[config.mk]
export PLATFORM = sky130hd
export DESIGN_NAME = reram_controller
export DESIGN_NICKNAME = d
export VERILOG_FILES = /design/src/rtl/reram_controller.sv
export SDC_FILE = /design/constraint.sdc
export NUM_CORES = 1
export LEC_CHECK = 0
export ABC_AREA = 1
export BUFFER_PORTS_ARGS = -buffer_cell sky130_fd_sc_hd__buf_2
export CAP_MARGIN = 20
export CELL_PAD_IN_SITES_DETAIL_PLACEMENT = 2
export CELL_PAD_IN_SITES_GLOBAL_PLACEMENT = 2
export CORE_MARGIN = 5
export CORE_UTILIZATION = 25
export DETAILED_ROUTE_END_ITERATION = 12
export MAX_ROUTING_LAYER = met4
export PLACE_DENSITY_LB_ADDON = 0.25
export SLEW_MARGIN = 10
export SYNTH_ARGS = -nofsm -noshare
export SYNTH_HDL_FRONTEND = slang
export SYNTH_SLANG_ARGS = --single-unit
[constraint.sdc]
create_clock -name clk -period 1.3 [get_ports clk]
set_input_delay 0.13 -clock clk [delete_from_list [all_inputs] [get_ports clk]]
set_output_delay 0.13 -clock clk [all_outputs]
set_load 0.02 [all_outputs]
[src/rtl/reram_controller.sv]
// Sequencer for one ReRAM crossbar inference pass: streams input samples to the DAC,
// then steps the crossbar row by row and publishes each ADC result with its row index.
module reram_controller #(
    parameter int unsigned INPUT_WIDTH  = 8,
    parameter int unsigned OUTPUT_WIDTH = 12,
    parameter int unsigned INPUT_SIZE   = 784,
    parameter int unsigned OUTPUT_SIZE  = 256
) (
    input  logic                    clk,
    input  logic                    rst_n,
    input  logic                    start,
    output logic                    done,
    output logic                    busy,
    input  logic [INPUT_WIDTH-1:0]  input_data,
    input  logic                    input_valid,
    output logic                    input_ready,
    output logic [INPUT_WIDTH+1:0]  dac_out,
    output logic                    dac_valid,
    output logic                    xbar_enable,
    output logic [9:0]              xbar_addr,
    input  logic [OUTPUT_WIDTH-1:0] xbar_data,
    input  logic                    xbar_valid,
    output logic [OUTPUT_WIDTH-1:0] output_data,
    output logic [7:0]              output_addr,
    output logic                    output_valid
);

    localparam logic [9:0] LastIn  = 10'(INPUT_SIZE - 1);
    localparam logic [7:0] LastRow = 8'(OUTPUT_SIZE - 1);

    typedef enum logic [2:0] {StIdle, StLoad, StCompute, StOutput, StDone} state_e;

    state_e                  state_q, state_d;
    logic [9:0]              in_cnt_q, in_cnt_d;
    logic [7:0]              row_q, row_d;
    logic [INPUT_WIDTH+1:0]  dac_q, dac_d;
    logic                    dac_valid_q, dac_valid_d;
    logic [OUTPUT_WIDTH-1:0] res_q, res_d;

    always_ff @(posedge clk or negedge rst_n) begin
        if (!rst_n) begin
            state_q     <= StIdle;
            in_cnt_q    <= '0;
            row_q       <= '0;
            dac_q       <= '0;
            dac_valid_q <= 1'b0;
            res_q       <= '0;
        end else begin
            state_q     <= state_d;
            in_cnt_q    <= in_cnt_d;
            row_q       <= row_d;
            dac_q       <= dac_d;
            dac_valid_q <= dac_valid_d;
            res_q       <= res_d;
        end
    end

    always_comb begin
        state_d     = state_q;
        in_cnt_d    = in_cnt_q;
        row_d       = row_q;
        dac_d       = dac_q;
        dac_valid_d = 1'b0;
        res_d       = res_q;
        case (state_q)
            StIdle, StDone: begin
                if (start) begin
                    state_d  = StLoad;
                    in_cnt_d = '0;
                    row_d    = '0;
                end
            end
            StLoad: begin
                // input_ready is high for the whole of LOAD, so valid alone means accept
                if (input_valid) begin
                    dac_d       = {input_data, 2'b00};
                    dac_valid_d = 1'b1;
                    in_cnt_d    = in_cnt_q + 10'd1;
                    if (in_cnt_q == LastIn) begin
                        state_d = StCompute;
                    end
                end
            end
            StCompute: begin
                if (xbar_valid) begin
                    res_d   = xbar_data;
                    state_d = StOutput;
                end
            end
            StOutput: begin
                if (row_q == LastRow) begin
                    state_d = StDone;
                end else begin
                    row_d   = row_q + 8'd1;
                    state_d = StCompute;
                end
            end
            default: state_d = StIdle;
        endcase
    end

    always_comb begin
        xbar_addr = '0;
        case (state_q)
            StLoad:              xbar_addr = in_cnt_q;
            StCompute, StOutput: xbar_addr = {2'b00, row_q};
            default:             xbar_addr = '0;
        endcase
    end

    // Enable spans OUTPUT too, giving the crossbar one unbroken window per pass
    assign busy         = (state_q == StLoad) || (state_q == StCompute) || (state_q == StOutput);
    assign done         = (state_q == StDone);
    assign input_ready  = (state_q == StLoad);
    assign xbar_enable  = (state_q == StCompute) || (state_q == StOutput);
    assign output_valid = (state_q == StOutput);
    assign output_data  = res_q;
    assign output_addr  = row_q;
    assign dac_out      = dac_q;
    assign dac_valid    = dac_valid_q;

endmodule

==> impl_metrics.toml <==
[yosys]
syn_avg_cell_area_um2 = 7.693
ys_seq_area_frac = 0.4600
synthArstFlopShare = 1.000
synth_cell_types = 27
ys_ff_latch = 42
ys.flop_type = "dfrtp_1"
yosysWarnings = 0
netlist_area_um2 = 2285
synth_edf_count = 0
synthCells = 297

[global_routing]
grt_max_degree = 43
grt_overflow_total = 0
antenna_found_initial = 0
track_usage = 0.1910
grt_pass1_vias = 3029
grt_pass1_wl_um = 16320

[worst_setup_path]
reg2reg_depth = 10
r2r_end = "in_cnt_q[7]"
crit_path_max_fanout = 5
start_kind = "register"
worstSetupPathType = "register to primary output"
r2r_slack_ns = -0.27
crit_required_ns = 1.17
arrival_ns = 1.51
cp-end-kind = "primary output"
r2r-start = "state_q[1]"

[finish]
final_nets = 461
fin_util = 0.4626
diodes = 0
drive_gt1_frac = 0.5678
areaGrowthSynthToFinish_pct = 78.31
instances_no_fill = 543
fillerInstances = 976
fin_area_um2 = 4074

[place]
post-place-ws_ns = -0.1200
dp_hpwl_um = 6488
io_buffers = 68
placed_cell_area_um2 = 3146
dpl.cell_count = 510
gp_congestion = 0.8130

[sta]
setup_viol = 56
skew_ns = 0.009211
fin_crit_sh = 1.263
timing.final.ws_setup_ns = -0.3425
slew_violations = 0
hold_viol = 0
rsz0062_at_grt = "true"
finalCriticalPeriod_ns = 1.642
hold_ws_ns = 0.02399
tns_ns = -9.868
fmax_ghz = 0.6088

[min_path]
min_from = "input_data[4]"
hold_class = "primary input to register"
min_to = "dac_out[6]"
min_path_cells = 3

[run_status]
status = "complete, but fails checks"
violations = "negative setup slack"

[drt]
ant_nets = 0
drc = 0
drt_iter0_markers = 42
dr.pass1.iters = 4
vias_per_cell = 4.799
wirelength_um = 10960
num_vias = 2606
avgRoutedWirePerCell_um = 20.19

[floorplanning]
start_util = 0.2594
num_rows = 34
die_w_um = 105.6
die_y_um = 105.6
dieArea_um2 = 11150
coreArea_um2 = 8806
io_pins = 71

[power_and_ir_drop]
ir_worst_vdd_mv = 0.7592
power.density_nw_per_um2 = 2107
power_mw = 8.583
p_leak_nw = 2.028

[clocking]
clk_pin_slew_ns = 0.09
cts_max_level = 2
cts_tree = "built"
cts_buffers = 5
clkLatencyLatePin_ns = 0.31
clockBufferDepth = 2
cts_sinks = 42
cts-root-buf = "clkbuf_8"

[flow_run]
max_cap_viol_count = 0
worst max-delay path: stages, from the launching register on:
cell	delay, ns
dfrtp_2	0.46
buf_6	0.15
nor2_4	0.14
buf_6	0.16
nand2_2	0.08
o21ai_4	0.07
buf_6	0.14
metal layers:
layer  wire length, um  GRT usage  vias up
met3               348    0.04095       22
met2              6066     0.3438       73
met4               255    0.06198        0
li1                  -          -     1205
met1              4292     0.2098     1306
met5                 0          -        -
state kept, by name (all words and copies together), names as in the netlist:
register     cells
in_cnt_q        10
output_data     12
dac_out          8
output_addr      8
state_q          3
dac_valid        1
power by group:
group          total (mW)  switching [mW]  internal [mW]
combinational        5.47            3.24           2.23
clock                1.11           0.538          0.573
sequential           2.00           0.296           1.70
Yosys cell counts, types with 2 or more instances:
library cell  count  share of area
nand2_1         100           0.16
dfrtp_1          42           0.46
nand3_1          29          0.064
inv_1            24          0.039
nor2_1           22          0.036
nand2_2          15          0.041
o21ai_0          14          0.031
buf_4             6          0.020
inv_2             5         0.0082
nand4_1           5          0.014
o21ai_2           4          0.015
o22ai_1           4          0.011
nor2_2            3         0.0082
or2_2             3         0.0082
xor2_1            3          0.012
a21oi_1           2         0.0044
buf_6             2         0.0099
clkbuf_1          2         0.0033
ha_1              2          0.011
nor2_8            2          0.018
o21ai_1           2         0.0044
logic make-up (layout without fill, tap and decap cells):
| family | count (synthesis) | in the layout | share of synthesized area |
|---|---|---|---|
| DFF | 42 | 42 | 0.4600 |
| other | 1 | 2 | 0.001641 |
| xor gates and xnor gates | 3 | 3 | 0.01150 |
| and+or+nand+nor | 183 | 184 | 0.3675 |
| adders and majority gates | 2 | 2 | 0.01095 |
| AOI/OAI and AO/OA | 26 | 26 | 0.06572 |
| buffers and inverters | 40 | 176 | 0.08269 |
worst max-delay path by stage:
stage | from | end | slack (ns)
after detailed placement | output_addr[1] | output_addr[4] | -0.12
after CTS | state_q[1] | xbar_addr[7] | -0.32
after global routing | state_q[2] | xbar_addr[1] | -0.40
final | state_q[2] | xbar_addr[1] | -0.34
after global placement | output_addr[5] | output_addr[7] | -0.05
after floorplan | output_addr[0] | output_addr[7] | -0.10
cells in the final DEF, fill, tap and decap left out, types with 5 or more instances in the layout:
cell type and count:
buf_2 53, buf_4 48, buf_6 29, clkbuf_8 5, dfrtp_1 36, dfrtp_2 6, inv_1 22, nand2_1 79
nand2_2 16, nand2_4 17, nand3_1 23, nand4_1 5, nor2_1 8, nor2_2 9, nor2_4 9, o21ai_2 9
what timing repair did:
action	4_1_cts	5_1_grt
setup buffers	12	9
gates resized for setup	86	71
pin swaps	9	24
cloned	1	2
setup endpoints to repair	48	56
hold buffers	1	0
endpoints found under the hold margin	42	0
final cells by class:
type	count	area, um2	share of cell area
multi-input cells	217	1530	0.3756
repair buffers	138	1097	0.2693
clock inverters	3	45.04	0.01106
repair inverters	1	5.005	0.001229
inverters	29	133.9	0.03286
clock buffers	5	68.82	0.01689
well taps	108	135.1	0.03317
flip-flops and latches	42	1059	0.2598
Note: power is estimated with default switching activity, not from simulation.
